--- src/rtl/dcmac_seg_merge.sv ---
// Merges the four DCMAC receive segment FIFOs, read in strict rotating order,
// into one 128-bit AXI stream with byte-accurate tkeep, framing repair and statistics.
module dcmac_seg_merge #(
  parameter int CNT_WIDTH = 32
) (
  input  logic                 clk,
  input  logic                 resetn,

  input  logic [127:0]         seg0_tdata,
  input  logic [3:0]           seg0_tid,
  input  logic [2:0]           seg0_tuser,
  input  logic                 seg0_tlast,
  input  logic                 seg0_tvalid,
  output logic                 seg0_tready,

  input  logic [127:0]         seg1_tdata,
  input  logic [3:0]           seg1_tid,
  input  logic [2:0]           seg1_tuser,
  input  logic                 seg1_tlast,
  input  logic                 seg1_tvalid,
  output logic                 seg1_tready,

  input  logic [127:0]         seg2_tdata,
  input  logic [3:0]           seg2_tid,
  input  logic [2:0]           seg2_tuser,
  input  logic                 seg2_tlast,
  input  logic                 seg2_tvalid,
  output logic                 seg2_tready,

  input  logic [127:0]         seg3_tdata,
  input  logic [3:0]           seg3_tid,
  input  logic [2:0]           seg3_tuser,
  input  logic                 seg3_tlast,
  input  logic                 seg3_tvalid,
  output logic                 seg3_tready,

  output logic [127:0]         m_axis_tdata,
  output logic [15:0]          m_axis_tkeep,
  output logic                 m_axis_tlast,
  output logic                 m_axis_tuser,
  output logic                 m_axis_tvalid,
  input  logic                 m_axis_tready,

  input  logic                 clear_counters,
  output logic [CNT_WIDTH-1:0] pkt_count,
  output logic [CNT_WIDTH-1:0] err_count,
  output logic [CNT_WIDTH-1:0] drop_count
);

  typedef enum logic [0:0] {HUNT, PKT} state_e;

  localparam logic [CNT_WIDTH-1:0] CNT_ONE = CNT_WIDTH'(1);

  state_e               state_q;
  logic [1:0]           ptr_q;
  logic                 term_pending_q;
  logic                 sticky_err_q;

  logic [127:0]         tdata_q;
  logic [15:0]          tkeep_q;
  logic                 tlast_q;
  logic                 tuser_q;
  logic                 tvalid_q;

  logic [CNT_WIDTH-1:0] pkt_cnt_q;
  logic [CNT_WIDTH-1:0] err_cnt_q;
  logic [CNT_WIDTH-1:0] drop_cnt_q;

  logic [127:0]         seg_data  [4];
  logic [3:0]           seg_mty   [4];
  logic [2:0]           seg_flags [4];
  logic [3:0]           seg_last;
  logic [3:0]           seg_valid;

  assign seg_data[0]  = seg0_tdata;
  assign seg_data[1]  = seg1_tdata;
  assign seg_data[2]  = seg2_tdata;
  assign seg_data[3]  = seg3_tdata;
  assign seg_mty[0]   = seg0_tid;
  assign seg_mty[1]   = seg1_tid;
  assign seg_mty[2]   = seg2_tid;
  assign seg_mty[3]   = seg3_tid;
  assign seg_flags[0] = seg0_tuser;
  assign seg_flags[1] = seg1_tuser;
  assign seg_flags[2] = seg2_tuser;
  assign seg_flags[3] = seg3_tuser;
  assign seg_last     = {seg3_tlast, seg2_tlast, seg1_tlast, seg0_tlast};
  assign seg_valid    = {seg3_tvalid, seg2_tvalid, seg1_tvalid, seg0_tvalid};

  // Head of the FIFO currently selected by the rotating pointer.
  logic [127:0] h_data;
  logic [3:0]   h_mty;
  logic         h_ena, h_sop, h_err, h_last, h_valid, h_live;

  assign h_data  = seg_data[ptr_q];
  assign h_mty   = seg_mty[ptr_q];
  assign h_ena   = seg_flags[ptr_q][2];
  assign h_sop   = seg_flags[ptr_q][1];
  assign h_err   = seg_flags[ptr_q][0];
  assign h_last  = seg_last[ptr_q];
  assign h_valid = seg_valid[ptr_q];
  // Segments without ena are popped as idle slots and carry no framing.
  assign h_live  = h_valid && h_ena;

  logic       slot_free;
  logic       trunc_head;
  logic       rd_en;
  logic [3:0] rd_sel;
  logic       pop;
  logic       trunc_now;
  logic       term_req;
  logic       load_term;
  logic       fwd;
  logic       drop;
  logic       err_all;
  logic       inc_pkt;
  logic       inc_err;

  assign slot_free  = !tvalid_q || m_axis_tready;
  // A SOP at the head while a packet is open must stay in its FIFO until the terminator is out.
  assign trunc_head = (state_q == PKT) && h_sop && h_ena;
  assign rd_en      = resetn && slot_free && !term_pending_q && !trunc_head;
  assign rd_sel     = rd_en ? (4'b0001 << ptr_q) : 4'b0000;

  assign {seg3_tready, seg2_tready, seg1_tready, seg0_tready} = rd_sel;

  assign pop       = rd_en && h_valid;
  assign trunc_now = (state_q == PKT) && h_live && h_sop && !term_pending_q;
  assign term_req  = term_pending_q || trunc_now;
  assign load_term = term_req && slot_free;
  assign fwd       = pop && h_ena && ((state_q == PKT) || h_sop);
  assign drop      = pop && h_ena && (state_q == HUNT) && !h_sop;
  assign err_all   = sticky_err_q || h_err;
  assign inc_pkt   = fwd && h_last && !err_all;
  assign inc_err   = (fwd && h_last && err_all) || load_term;

  always_ff @(posedge clk or negedge resetn) begin
    if (!resetn) begin
      state_q        <= HUNT;
      ptr_q          <= 2'd0;
      term_pending_q <= 1'b0;
      sticky_err_q   <= 1'b0;
      tdata_q        <= '0;
      tkeep_q        <= '0;
      tlast_q        <= 1'b0;
      tuser_q        <= 1'b0;
      tvalid_q       <= 1'b0;
      pkt_cnt_q      <= '0;
      err_cnt_q      <= '0;
      drop_cnt_q     <= '0;
    end else begin
      if (pop) begin
        ptr_q <= ptr_q + 2'd1;
      end

      term_pending_q <= term_req && !slot_free;

      if (slot_free) begin
        if (fwd) begin
          tdata_q  <= h_data;
          tkeep_q  <= h_last ? (16'hFFFF >> h_mty) : 16'hFFFF;
          tlast_q  <= h_last;
          tuser_q  <= err_all;
          tvalid_q <= 1'b1;
        end else if (load_term) begin
          tdata_q  <= '0;
          tkeep_q  <= 16'h0000;
          tlast_q  <= 1'b1;
          tuser_q  <= 1'b1;
          tvalid_q <= 1'b1;
        end else begin
          tvalid_q <= 1'b0;
        end
      end

      if (load_term) begin
        state_q      <= HUNT;
        sticky_err_q <= 1'b0;
      end else if (fwd) begin
        state_q      <= h_last ? HUNT : PKT;
        sticky_err_q <= h_last ? 1'b0 : err_all;
      end

      if (clear_counters) begin
        pkt_cnt_q  <= '0;
        err_cnt_q  <= '0;
        drop_cnt_q <= '0;
      end else begin
        if (inc_pkt) pkt_cnt_q  <= pkt_cnt_q + CNT_ONE;
        if (inc_err) err_cnt_q  <= err_cnt_q + CNT_ONE;
        if (drop)    drop_cnt_q <= drop_cnt_q + CNT_ONE;
      end
    end
  end

  assign m_axis_tdata  = tdata_q;
  assign m_axis_tkeep  = tkeep_q;
  assign m_axis_tlast  = tlast_q;
  assign m_axis_tuser  = tuser_q;
  assign m_axis_tvalid = tvalid_q;

  assign pkt_count  = pkt_cnt_q;
  assign err_count  = err_cnt_q;
  assign drop_count = drop_cnt_q;

endmodule

--- config.mk ---
export PLATFORM = sky130hd
export DESIGN_NAME = dcmac_seg_merge
export DESIGN_NICKNAME = d
export VERILOG_FILES = /design/src/rtl/dcmac_seg_merge.sv
export SDC_FILE = /design/constraint.sdc
export NUM_CORES = 1
export LEC_CHECK = 0
export ABC_CLOCK_PERIOD_IN_PS = 6140
export CAP_MARGIN = 5
export CORE_AREA = 4 4 312 314
export CTS_CLUSTER_DIAMETER = 50
export DETAILED_ROUTE_END_ITERATION = 10
export DIE_AREA = 0 0 316 318
export SETUP_SLACK_MARGIN = 0.1
export SLEW_MARGIN = 20
export SYNTH_ARGS = -nofsm -noshare
export SYNTH_HDL_FRONTEND = slang
export SYNTH_SLANG_ARGS = --single-unit
export TNS_END_PERCENT = 100
--- constraint.sdc ---
create_clock -name clk -period 6.14 [get_ports clk]
set_clock_uncertainty 0.2 [all_clocks]
set_input_delay 1.535 -clock clk [delete_from_list [all_inputs] [get_ports clk]]
set_output_delay 1.535 -clock clk [all_outputs]
set_load 0.1 [all_outputs]
==> insert_results.sql, run 1 <==
INSERT INTO impl_metrics (metric_group, metric, value, unit) VALUES
('run_status', 'outcome', 'finished, final reports clean', ''),
('yosys', 'yosys.area.top_type_share', '0.4196', ''),
('floorplan', 'initial_core_util', '0.1564', ''),
('clock_tree', 'clock_tree_from_tritoncts', 'done', ''),
('power_and_ir_drop', 'worst_ir_drop_on_vdd', '0.0002868', 'V'),
('worst_hold_path', 'holdCritPathClass', 'reg -> reg', ''),
('yosys', 'synth_ff_type', 'sky130_fd_sc_hd__dfrtp_1', ''),
('timing', 'grt_setup_unrepaired', 'no', ''),
('timing', 'worst_hold_slack', '291.9', 'ps'),
('yosys', 'post_synth_instance_area', '0.01479', 'sq mm'),
('yosys', 'syn_nets', '2001', ''),
('layout', 'final_nets', '2762', ''),
('critical_path', 'path_max_fanout', '7', ''),
('clock_tree', 'cts_max_path_buffers', '3', ''),
('placed_design', 'hpwl', '75500', 'um'),
('clock_tree', 'cts_hold_buf', '0', ''),
('yosys', 'most_common_cell_in_the_netlist', 'sky130_fd_sc_hd__nand2_1', ''),
('flow_run', 'drv.max_cap_violation_count', '0', ''),
('clock_tree', 'cts.htree.levels', '2', ''),
('placed_design', 'portBuffers', '798', ''),
('critical_path', 'timing.critical_path.arrival', '3420', 'ps'),
('yosys', 'post_synth_inst_count', '1442', ''),
('global_route', 'track_usage', '0.1798', ''),
('yosys', 'postSynthAreaPerCell', '10.26', 'sq um'),
('detailed_routing', 'avgRoutedWirePerCell', '26.66', 'um'),
('timing', 'timing_max_transition_violations_final', '0', ''),
('detailed_routing', 'antenna_violating_nets_post_route', '0', ''),
('global_route', 'grt_pass1_wl', '127800', 'um'),
('yosys', 'synth.largest_area_cell', 'sky130_fd_sc_hd__dfrtp_1', ''),
('layout', 'layout.cell_area.non_filler', '0.02598', 'sq mm'),
('yosys', 'synthesis.yosys.warnings', '0', ''),
('critical_path', 'cp_slowest_stage_delay', '580', 'ps'),
('timing', 'timing.slew.headroom', '0.1850', ''),
('global_route', 'grt_overflow_total', '0', ''),
('timing', 'finalSetupTns', '0', 'ps'),
('detailed_routing', 'drc_errors', '0', ''),
('detailed_routing', 'routed-wl-met2', '43040', 'um'),
('detailed_routing', 'avgViaCountPerCell', '4.498', ''),
('timing', 'tightestPinTransition', '1219', 'ps'),
('yosys', 'synth.cells.most_frequent', 'sky130_fd_sc_hd__nand2_1, sky130_fd_sc_hd__dfrtp_1, sky130_fd_sc_hd__nand3_1, sky130_fd_sc_hd__mux4_2, sky130_fd_sc_hd__clkbuf_1', ''),
('layout', 'flow.area_growth_from_synthesis', '75.65', '%'),
('floorplan', 'die_area', '0.1005', 'sq mm'),
('global_route', 'number_of_global_route_vias_before_repair', '15944', ''),
('layout', 'utilization', '0.2747', ''),
('clock_tree', 'clock-sinks', '248', ''),
('power_and_ir_drop', 'power-per-cell-area', '465.0', 'mW/mm^2'),
('critical_path', 'startpoint_type', 'input port', ''),
('yosys', 'ys_async_sr_fraction', '1.000', ''),
('clock_tree', 'cts_buffers', '52', ''),
('critical_path', 'critical_path.cell_chain', 'clkdlybuf4s50_1 -> mux4_2 -> a21oi_1 -> and2_1 -> buf_4', ''),
('critical_path', 'cp.required', '4410', 'ps'),
('floorplan', 'floorplan.die.height', '318', 'um'),
('timing', 'hold_violations', '0', ''),
('placed_design', 'routabilityCongestion', '0.9367', ''),
('placed_design', 'postPlaceCellArea', '0.02414', 'sq mm'),
('timing', 'fmax', '193.8', 'MHz'),
('critical_path', 'crit_family', 'buffers and inverters', ''),
('timing', 'final_worst_path_period_share', '0.8404', ''),
('detailed_routing', 'finalWirelength', '94310', 'um'),
('detailed_routing', 'detailed_routing_wirelength_on_met1', '36280', 'um'),
('yosys', 'synth-edff-count', '0', ''),
('floorplan', 'top_level_ports', '799', ''),
('detailed_routing', 'wl_met3', '11230', 'um'),
('global_route', 'antenna_found_initial', '75', ''),
('detailed_routing', 'drtPass1Iterations', '5', ''),
('clock_tree', 'cts_setup_buffers', '0', ''),
('critical_path', 'cp_bufs_invs', '2', ''),
('global_route', 'grt_start_max_net_pins', '99', ''),
('detailed_routing', 'dr_total_vias', '15910', ''),
('timing', 'min_clock_period_post_route', '5160', 'ps'),
('floorplan', 'core_area', '0.09459', 'sq mm');
-- logic make-up after synthesis --
logic type	share of synthesized area
and+or+nand+nor	0.2238
DFF	0.4196
AOI/OAI and AO/OA	0.06717
xor gates and xnor gates	0.007106
muxes	0.2381
buffers and inverters	0.03841
adders and majority gates	0.005921
-- power by group --
| part | switching, mW | internal (mW) |
|---|---|---|
| clock network | 1.11 | 1.83 |
| registers | 0.337 | 2.04 |
| logic | 4.65 | 2.12 |
| total | 6.09 | 5.99 |
-- cell type report --
| class | count | area [sq um] |
|---|---|---|
| Inverter | 19 | 71.32 |
| Tap cell | 1265 | 1583 |
| Sequential cell | 248 | 6213 |
| Antenna cell | 28 | 70.07 |
| Clock inverter | 35 | 422.9 |
| Fill cell | 9913 | 68610 |
| Clock buffer | 60 | 1361 |
| Multi-Input combinational cell | 1055 | 8050 |
| Timing Repair Buffer | 827 | 8208 |
-- flip-flops by register name, summed over array words and instances (netlist names) --
| register | count |
|---|---|
| drop_count | 32 |
| err_count | 32 |
| m_axis_tdata | 128 |
| m_axis_tkeep | 16 |
| m_axis_tlast | 1 |
| m_axis_tuser | 1 |
| m_axis_tvalid | 1 |
| pkt_count | 32 |
| ptr_q | 2 |
| state_q | 1 |
| sticky_err_q | 1 |
| term_pending_q | 1 |
-- per-layer routing --
metal / GRT usage / up-vias
met4: 0.06261 / 26
met1: 0.2167 / 7987
li1: - / 6889
met2: 0.2864 / 825
met5: 0 / -
met3: 0.07697 / 183
-- worst paths after layout --
check                                             start  cells past startpoint                      endpoint
setup / recovery                          seg3_tuser[2]                      5                   seg2_tready
hold / removal             m_axis_tkeep[11]$_DFFE_PN0P_                      1  m_axis_tkeep[11]$_DFFE_PN0P_
setup reg to reg                   ptr_q[0]$_DFFE_PN0N_                      5     err_count[27]$_DFFE_PN0P_
hold reg to reg            m_axis_tkeep[11]$_DFFE_PN0P_                      1  m_axis_tkeep[11]$_DFFE_PN0P_
max in group asynchronous                        resetn                      4  m_axis_tdata[85]$_DFFE_PN0P_
min in group asynchronous                        resetn                      1     pkt_count[17]$_DFFE_PN0P_
-- placed cells by master (no fill, tap or decap), types with 24 or more instances in the layout --
cell	instances
sky130_fd_sc_hd__clkdlybuf4s50_1	773
sky130_fd_sc_hd__nand2_1	302
sky130_fd_sc_hd__dfrtp_1	246
sky130_fd_sc_hd__nand3_1	168
sky130_fd_sc_hd__mux4_2	137
sky130_fd_sc_hd__a21oi_1	74
sky130_fd_sc_hd__nor2_1	62
sky130_fd_sc_hd__clkbuf_16	52
sky130_fd_sc_hd__buf_4	46
sky130_fd_sc_hd__nor2b_1	36
sky130_fd_sc_hd__mux2_2	36
sky130_fd_sc_hd__or4_1	31
sky130_fd_sc_hd__o31ai_1	29
sky130_fd_sc_hd__diode_2	28
sky130_fd_sc_hd__nand4_1	25
sky130_fd_sc_hd__o21ai_0	24
-- worst reg2reg max path: cells and delay by family (launching register included) --
family                    cells  cell delay [ps]
and+or+nand+nor               1              670
AOI/OAI and AO/OA             1              730
xor gates and xnor gates      1              340
DFF                           1              720
muxes                         2             1050
-- stage by stage --
| stage | setup slack [ps] | total power [mW] | std cells |
|---|---|---|---|
| 2_1_floorplan | 1354 | 7.142 | 1442 |
| 3_3_place_gp | 951.1 | 9.206 | 3414 |
| 3_5_place_dp | 947.1 | 9.233 | 3414 |
| 4_1_cts | 926.7 | 12.27 | 3509 |
| 5_1_grt | 906.2 | 12.63 | 3525 |
| 6_report | 980.1 | 12.08 | 3537 |
Note: power is estimated with default switching activity, not from simulation.
==> inputs of run 2 (changes only) <==
--- a/config.mk
+++ b/config.mk
@@ -5,7 +5,7 @@
 export SDC_FILE = /design/constraint.sdc
 export NUM_CORES = 1
 export LEC_CHECK = 0
-export ABC_CLOCK_PERIOD_IN_PS = 6140
+export ABC_CLOCK_PERIOD_IN_PS = 4370
 export CAP_MARGIN = 5
 export CORE_AREA = 4 4 312 314
 export CTS_CLUSTER_DIAMETER = 50
==> constraint.sdc (replaced) <==
create_clock -name clk -period 4.37 [get_ports clk]
set_clock_uncertainty 0.2 [all_clocks]
set_input_delay 1.0925 -clock clk [delete_from_list [all_inputs] [get_ports clk]]
set_output_delay 1.0925 -clock clk [all_outputs]
set_load 0.1 [all_outputs]
==> insert_results.sql, run 2 (synthesis results as in run 1) <==
INSERT INTO impl_metrics (metric_group, metric, value, unit) VALUES
('run_status', 'outcome', 'finished, final reports clean', ''),
('layout', 'flow.area_growth_from_synthesis', '77.46', '%'),
('critical_path', 'timing.critical_path.arrival', '2780', 'ps'),
('timing', 'timing.slew.headroom', '0.2556', ''),
('detailed_routing', 'avgViaCountPerCell', '4.504', ''),
('detailed_routing', 'avgRoutedWirePerCell', '26.90', 'um'),
('timing', 'finalSetupTns', '0', 'ps'),
('detailed_routing', 'drt_iter0_markers', '1392', ''),
('critical_path', 'worst-r2r-setup-slack', '970', 'ps'),
('placed_design', 'dp.cells', '3426', ''),
('clock_tree', 'clkSlewWorstSetupHoldPaths', '50', 'ps'),
('layout', 'post_route_cells_drive_above_1_share', '0.1621', ''),
('clock_tree', 'clock-sinks', '248', ''),
('timing', 'fin_ws', '297.9', 'ps'),
('detailed_routing', 'drc_errors', '0', ''),
('timing', 'setup_viols_final', '0', ''),
('flow_run', 'drv.max_cap_violation_count', '0', ''),
('global_route', 'grt_overflow_total', '0', ''),
('clock_tree', 'cts_setup_buffers', '0', ''),
('power_and_ir_drop', 'worst_ir_drop_on_vdd', '0.0006646', 'V'),
('global_route', 'number_of_global_route_vias_before_repair', '15960', ''),
('placed_design', 'routabilityCongestion', '0.9310', ''),
('clock_tree', 'post_cts.resized_instances', '0', ''),
('placed_design', 'post-place-ws', '303.7', 'ps'),
('timing', 'tightestPinTransition', '1113', 'ps'),
('clock_tree', 'cts-root-buf', 'sky130_fd_sc_hd__clkbuf_16', ''),
('clock_tree', 'cts_buffers', '52', ''),
('global_route', 'grt_start_max_net_pins', '138', ''),
('floorplan', 'initial_core_util', '0.1564', ''),
('floorplan', 'core_area', '0.09459', 'sq mm'),
('layout', 'flip_flop_count_of_the_largest_register_all_copies_and_words_added', '128', ''),
('timing', 'worst_hold_slack', '292.4', 'ps'),
('critical_path', 'startpoint_type', 'input port', ''),
('power_and_ir_drop', 'power-per-cell-area', '660.5', 'mW/mm^2'),
('detailed_routing', 'dr_total_vias', '15999', ''),
('critical_path', 'cpMaxStageDelayCell', 'sky130_fd_sc_hd__mux4_2', ''),
('timing', 'min_clock_period_post_route', '4072', 'ps'),
('timing', 'grt_setup_unrepaired', 'no', ''),
('global_route', 'track_usage', '0.1822', ''),
('critical_path', 'worstSetupStartpoint', 'seg3_tuser[2]', ''),
('critical_path', 'path_max_fanout', '3', ''),
('critical_path', 'worst_r2r_startpoint', 'ptr_q[0]$_DFFE_PN0N_', ''),
('critical_path', 'r2r.worst_path.cells', '6', ''),
('floorplan', 'floorplan.die.height', '318', 'um'),
('detailed_routing', 'antenna_violating_nets_post_route', '0', ''),
('placed_design', 'portBuffers', '798', ''),
('detailed_routing', 'drtPass1Iterations', '5', ''),
('critical_path', 'criticalPathCategory', 'in -> out', ''),
('critical_path', 'cp_slowest_stage_delay', '500', 'ps'),
('placed_design', 'hpwl', '76380', 'um'),
('floorplan', 'placement_rows', '113', ''),
('placed_design', 'postPlaceCellArea', '0.02430', 'sq mm'),
('critical_path', 'critical_path.cell_chain', 'clkdlybuf4s50_1 -> mux4_2 -> a21oi_1 -> buf_4 -> and2_1 -> buf_12', ''),
('floorplan', 'top_level_ports', '799', ''),
('timing', 'hold_violations', '0', ''),
('critical_path', 'worstSetupEndpointType', 'primary output', ''),
('layout', 'most_used_cells_in_the_layout_excluding_fill_and_tap_cells', 'sky130_fd_sc_hd__clkdlybuf4s50_1, sky130_fd_sc_hd__nand2_1, sky130_fd_sc_hd__dfrtp_1', ''),
('timing', 'timing_max_transition_violations_final', '0', ''),
('layout', 'final_cells', '3552', ''),
('critical_path', 'timing.rr.end', 'err_count[18]$_DFFE_PN0P_', ''),
('layout', 'layout.cell_area.non_filler', '0.02625', 'sq mm'),
('critical_path', 'worstSetupEndpoint', 'seg1_tready', ''),
('floorplan', 'floorplan.die.width', '316', 'um'),
('clock_tree', 'cts.htree.levels', '2', ''),
('global_route', 'antenna_found_initial', '76', ''),
('clock_tree', 'cts_hold_buf', '0', ''),
('worst_hold_path', 'holdCritPathClass', 'reg -> reg', ''),
('global_route', 'grt_pass1_wl', '129100', 'um'),
('power_and_ir_drop', 'cellLeakagePower', '10.43', 'nW'),
('critical_path', 'cp.required', '3080', 'ps'),
('timing', 'fmax', '245.6', 'MHz'),
('detailed_routing', 'finalWirelength', '95540', 'um'),
('layout', 'mostFrequentLayoutCell', 'sky130_fd_sc_hd__clkdlybuf4s50_1', ''),
('clock_tree', 'cts_max_path_buffers', '3', ''),
('clock_tree', 'clk-insertion-delay-late', '610', 'ps'),
('floorplan', 'die_area', '0.1005', 'sq mm'),
('clock_tree', 'clock_tree_from_tritoncts', 'done', ''),
('layout', 'final_nets', '2774', ''),
('timing', 'final_worst_path_period_share', '0.9318', '');
[run 2: changes by cell type in the layout (fill, tap and decap cells not counted)]
cell,before,now
sky130_fd_sc_hd__buf_4,46,71
sky130_fd_sc_hd__clkdlybuf4s50_1,773,751
sky130_fd_sc_hd__buf_12,5,16
sky130_fd_sc_hd__inv_6,11,6
sky130_fd_sc_hd__clkinvlp_4,4,8
sky130_fd_sc_hd__bufinv_16,5,8
sky130_fd_sc_hd__clkbuf_8,3,6
sky130_fd_sc_hd__clkinv_2,3,6
sky130_fd_sc_hd__clkinv_4,7,4
sky130_fd_sc_hd__buf_2,2,0
sky130_fd_sc_hd__clkbuf_1,5,3
sky130_fd_sc_hd__diode_2,28,29
sky130_fd_sc_hd__inv_8,3,2
[run 2: how the worst min path moves through the flow]
stage	start	endpoint	slack (ps)	depth (start not counted)
finish	m_axis_tkeep[0]$_DFFE_PN0P_	m_axis_tkeep[0]$_DFFE_PN0P_	290	2
global route	m_axis_tkeep[14]$_DFFE_PN0P_	m_axis_tkeep[14]$_DFFE_PN0P_	310	1
CTS	m_axis_tkeep[11]$_DFFE_PN0P_	m_axis_tkeep[11]$_DFFE_PN0P_	290	1
detailed placement	m_axis_tkeep[0]$_DFFE_PN0P_	m_axis_tkeep[0]$_DFFE_PN0P_	270	2
global placement	m_axis_tkeep[0]$_DFFE_PN0P_	m_axis_tkeep[0]$_DFFE_PN0P_	270	2
floorplan	sticky_err_q$_DFFE_PN0P_	sticky_err_q$_DFFE_PN0P_	280	1
[run 2: layout make-up]
type / count / area, sq um
Clock inverter: 36 / 476.7
Sequential cell: 248 / 6213
Clock buffer: 61 / 1395
Antenna cell: 29 / 72.57
Timing Repair Buffer: 839 / 8386
Tap cell: 1265 / 1583
Fill cell: 9953 / 68340
Inverter: 19 / 71.32
Multi-Input combinational cell: 1055 / 8050
[run 2: per-stage QoR]
stage | util | total power, mW
finish | 0.2775 | 17.34
global route | 0.2772 | 18.12
CTS | 0.2767 | 17.59
detailed placement | 0.2569 | 13.13
global placement | 0.2569 | 13.10
floorplan | - | 10.03
[run 2: where the power goes]
part	internal [mW]	switching, mW	leakage (nW)
Combinational	3.07	6.60	6.24
Clock	2.78	1.54	0.898
Sequential	2.87	0.472	3.29
Total	8.72	8.62	10.4
[run 2: worst max-delay path, delay by kind of cell]
family                 cells  cell delay (ps)
multiplexers               1              500
AND/OR/NAND/NOR            1              180
buffers and inverters      3              800
AO/OA/AOI/OAI              1              210
[run 2: routing by layer]
metal / track usage / vias to the layer above / wire, um
li1: - / 6924 / -
met1: 0.2125 / 7989 / 36160
met2: 0.2948 / 874 / 44110
met3: 0.08726 / 184 / 11840
met4: 0.05764 / 28 / 3259
met5: 0 / - / 170
==> inputs of run 3 (changes only) <==
==> constraint.sdc (replaced) <==
create_clock -name clk -period 4.37 [get_ports clk]
set_clock_uncertainty 0.2 [all_clocks]
set_input_delay 1.0925 -clock clk [delete_from_list [all_inputs] [get_ports clk]]
set_output_delay 1.0925 -clock clk [all_outputs]
set_load 0.02 [all_outputs]
==> insert_results.sql, run 3 (synthesis results as in run 1) <==
INSERT INTO impl_metrics (metric_group, metric, value, unit) VALUES
('run_status', 'outcome', 'finished, final reports clean', ''),
('global_route', 'grt_overflow_total', '0', ''),
('clock_tree', 'cts_buffers', '51', ''),
('layout', 'flip_flop_count_of_the_largest_register_all_copies_and_words_added', '128', ''),
('critical_path', 'worstSetupEndpointType', 'primary output', ''),
('clock_tree', 'clk-insertion-delay-late', '610', 'ps'),
('clock_tree', 'cts_max_path_buffers', '3', ''),
('global_route', 'antenna_found_initial', '78', ''),
('placed_design', 'postPlaceCellArea', '0.02434', 'sq mm'),
('detailed_routing', 'avgRoutedWirePerCell', '26.61', 'um'),
('clock_tree', 'cts-root-buf', 'sky130_fd_sc_hd__clkbuf_16', ''),
('power_and_ir_drop', 'worst_ir_drop_on_vdd', '0.0003212', 'V'),
('layout', 'final_nets', '2771', ''),
('timing', 'fin_ws', '286.6', 'ps'),
('layout', 'most_used_cells_in_the_layout_excluding_fill_and_tap_cells', 'sky130_fd_sc_hd__clkdlybuf4s50_1, sky130_fd_sc_hd__nand2_1, sky130_fd_sc_hd__dfrtp_1', ''),
('global_route', 'grtUsageMet2', '0.2868', ''),
('layout', 'seqCellArea', '0.006213', 'sq mm'),
('global_route', 'grt-busiest-layer', 'met2', ''),
('global_route', 'global_route.usage.met3', '0.09573', ''),
('critical_path', 'criticalPathCategory', 'in -> out', ''),
('detailed_routing', 'drc_errors', '0', ''),
('critical_path', 'startpoint_type', 'input port', ''),
('timing', 'timing_max_transition_violations_final', '0', ''),
('detailed_routing', 'drtPass1Iterations', '5', ''),
('power_and_ir_drop', 'cellLeakagePower', '10.32', 'nW'),
('clock_tree', 'clkSlewWorstSetupHoldPaths', '50', 'ps'),
('floorplan', 'placement_rows', '113', ''),
('global_route', 'track_usage', '0.1805', ''),
('timing', 'grt_setup_unrepaired', 'no', ''),
('floorplan', 'die_area', '0.1005', 'sq mm'),
('layout', 'layout.cell_area.non_filler', '0.02620', 'sq mm'),
('timing', 'hold_violations', '0', ''),
('global_route', 'grt_pass1_wl', '127600', 'um'),
('timing', 'min_clock_period_post_route', '4083', 'ps'),
('flow_run', 'drv.max_cap_violation_count', '0', ''),
('power_and_ir_drop', 'power-per-cell-area', '529.5', 'mW/mm^2'),
('floorplan', 'top_level_ports', '799', ''),
('placed_design', 'post-place-ws', '1.979', 'ps'),
('critical_path', 'path_max_fanout', '5', ''),
('clock_tree', 'clock-sinks', '248', ''),
('detailed_routing', 'dr_total_vias', '15915', ''),
('layout', 'post_route_cells_drive_above_1_share', '0.1398', ''),
('placed_design', 'hpwl', '76060', 'um'),
('floorplan', 'floorplan.die.height', '318', 'um'),
('detailed_routing', 'drt_iter0_markers', '1266', ''),
('floorplan', 'core_area', '0.09459', 'sq mm'),
('critical_path', 'cp.required', '3080', 'ps'),
('placed_design', 'portBuffers', '798', ''),
('clock_tree', 'clock_tree_from_tritoncts', 'done', ''),
('timing', 'timing.slew.headroom', '0.3658', ''),
('global_route', 'grt_start_max_net_pins', '102', ''),
('critical_path', 'cp_slowest_stage_delay', '500', 'ps'),
('timing', 'tightestPinTransition', '948.6', 'ps'),
('clock_tree', 'cts_setup_buffers', '0', ''),
('clock_tree', 'cts.htree.levels', '2', ''),
('layout', 'fill_cells', '9997', ''),
('timing', 'final_worst_path_period_share', '0.9344', ''),
('global_route', 'number_of_global_route_vias_before_repair', '15744', ''),
('floorplan', 'floorplan.die.width', '316', 'um'),
('critical_path', 'cpMaxStageDelayCell', 'sky130_fd_sc_hd__mux4_2', ''),
('global_route', 'gr-usage-met1', '0.2059', ''),
('critical_path', 'crit_family', 'buffers and inverters', ''),
('placed_design', 'routabilityCongestion', '0.9414', ''),
('power_and_ir_drop', 'design_power_total', '13.87', 'mW'),
('detailed_routing', 'avgViaCountPerCell', '4.488', ''),
('critical_path', 'timing.critical_path.arrival', '2790', 'ps'),
('critical_path', 'critical_path.cell_chain', 'clkdlybuf4s50_1 -> mux4_2 -> a21oi_1 -> buf_4 -> and2_1 -> dlygate4sd2_1', ''),
('critical_path', 'cp_bufs_invs', '3', ''),
('timing', 'setup_viols_final', '0', ''),
('layout', 'flow.area_growth_from_synthesis', '77.13', '%'),
('layout', 'multiInputGateArea', '0.008050', 'sq mm'),
('detailed_routing', 'antenna_violating_nets_post_route', '0', ''),
('detailed_routing', 'finalWirelength', '94370', 'um'),
('layout', 'mostFrequentLayoutCell', 'sky130_fd_sc_hd__clkdlybuf4s50_1', ''),
('floorplan', 'initial_core_util', '0.1564', ''),
('worst_hold_path', 'holdCritPathClass', 'reg -> reg', ''),
('timing', 'fmax', '244.9', 'MHz');
## run 3: through the flow
stage	cells	utilization	TNS (ps)	hold slack [ps]
global placement	3424	0.2573	-145.7	275.6
CTS	3519	0.2763	0	295.4
global route	3536	0.2767	0	307.7
finish	3546	0.2770	0	293.5
floorplan	1442	-	0	275.1
detailed placement	3424	0.2573	0	269.2
## run 3: worst register-to-register path, delay by kind of cell (launching register included)
kind                   cells  cell delay (ps)
AOI/OAI and AO/OA          2              780
buffers and inverters      2              840
DFF                        1              530
muxes                      2             1010
and+or+nand+nor            1              140
## run 3: path summary, 6_finish.rpt
kind	startpoint	to	slack [ps]	depth (start not counted)
worst max-delay path	seg3_tuser[2]	seg2_tready	290	6
worst min-delay path	m_axis_tdata[52]$_DFFE_PN0P_	m_axis_tdata[52]$_DFFE_PN0P_	290	2
worst max register to register	ptr_q[0]$_DFFE_PN0N_	err_count[18]$_DFFE_PN0P_	760	7
worst min register to register	m_axis_tdata[52]$_DFFE_PN0P_	m_axis_tdata[52]$_DFFE_PN0P_	290	2
max in group asynchronous	resetn	m_axis_tdata[15]$_DFFE_PN0P_	1500	4
min in group asynchronous	resetn	pkt_count[9]$_DFFE_PN0P_	430	2
## run 3: layer usage
| layer | up-vias | share of wire |
|---|---|---|
| li1 | 6903 | - |
| met5 | - | 0.0022 |
| met2 | 900 | 0.46 |
| met3 | 192 | 0.13 |
| met4 | 32 | 0.037 |
| met1 | 7888 | 0.37 |
## run 3: layout make-up
| class | instances | share of cell area |
|---|---|---|
| Timing Repair Buffer | 837 | 0.3212 |
| Multi-Input combinational cell | 1055 | 0.3073 |
| Sequential cell | 248 | 0.2372 |
| Tap cell | 1265 | 0.06042 |
| Clock buffer | 61 | 0.05292 |
| Clock inverter | 34 | 0.01567 |
| Inverter | 19 | 0.002722 |
| Antenna cell | 27 | 0.002579 |
## run 3: power by group
part,internal (mW),switching (mW)
Combinational,3.07,3.35
Sequential,2.87,0.393
Clock,2.65,1.53
Total,8.59,5.28
## run 3: what timing repair did
| item | in CTS | in global routing |
|---|---|---|
| hold buffers | 0 | 0 |
| resized for setup | 4 | 0 |
| endpoints found under the setup margin | 4 | 0 |
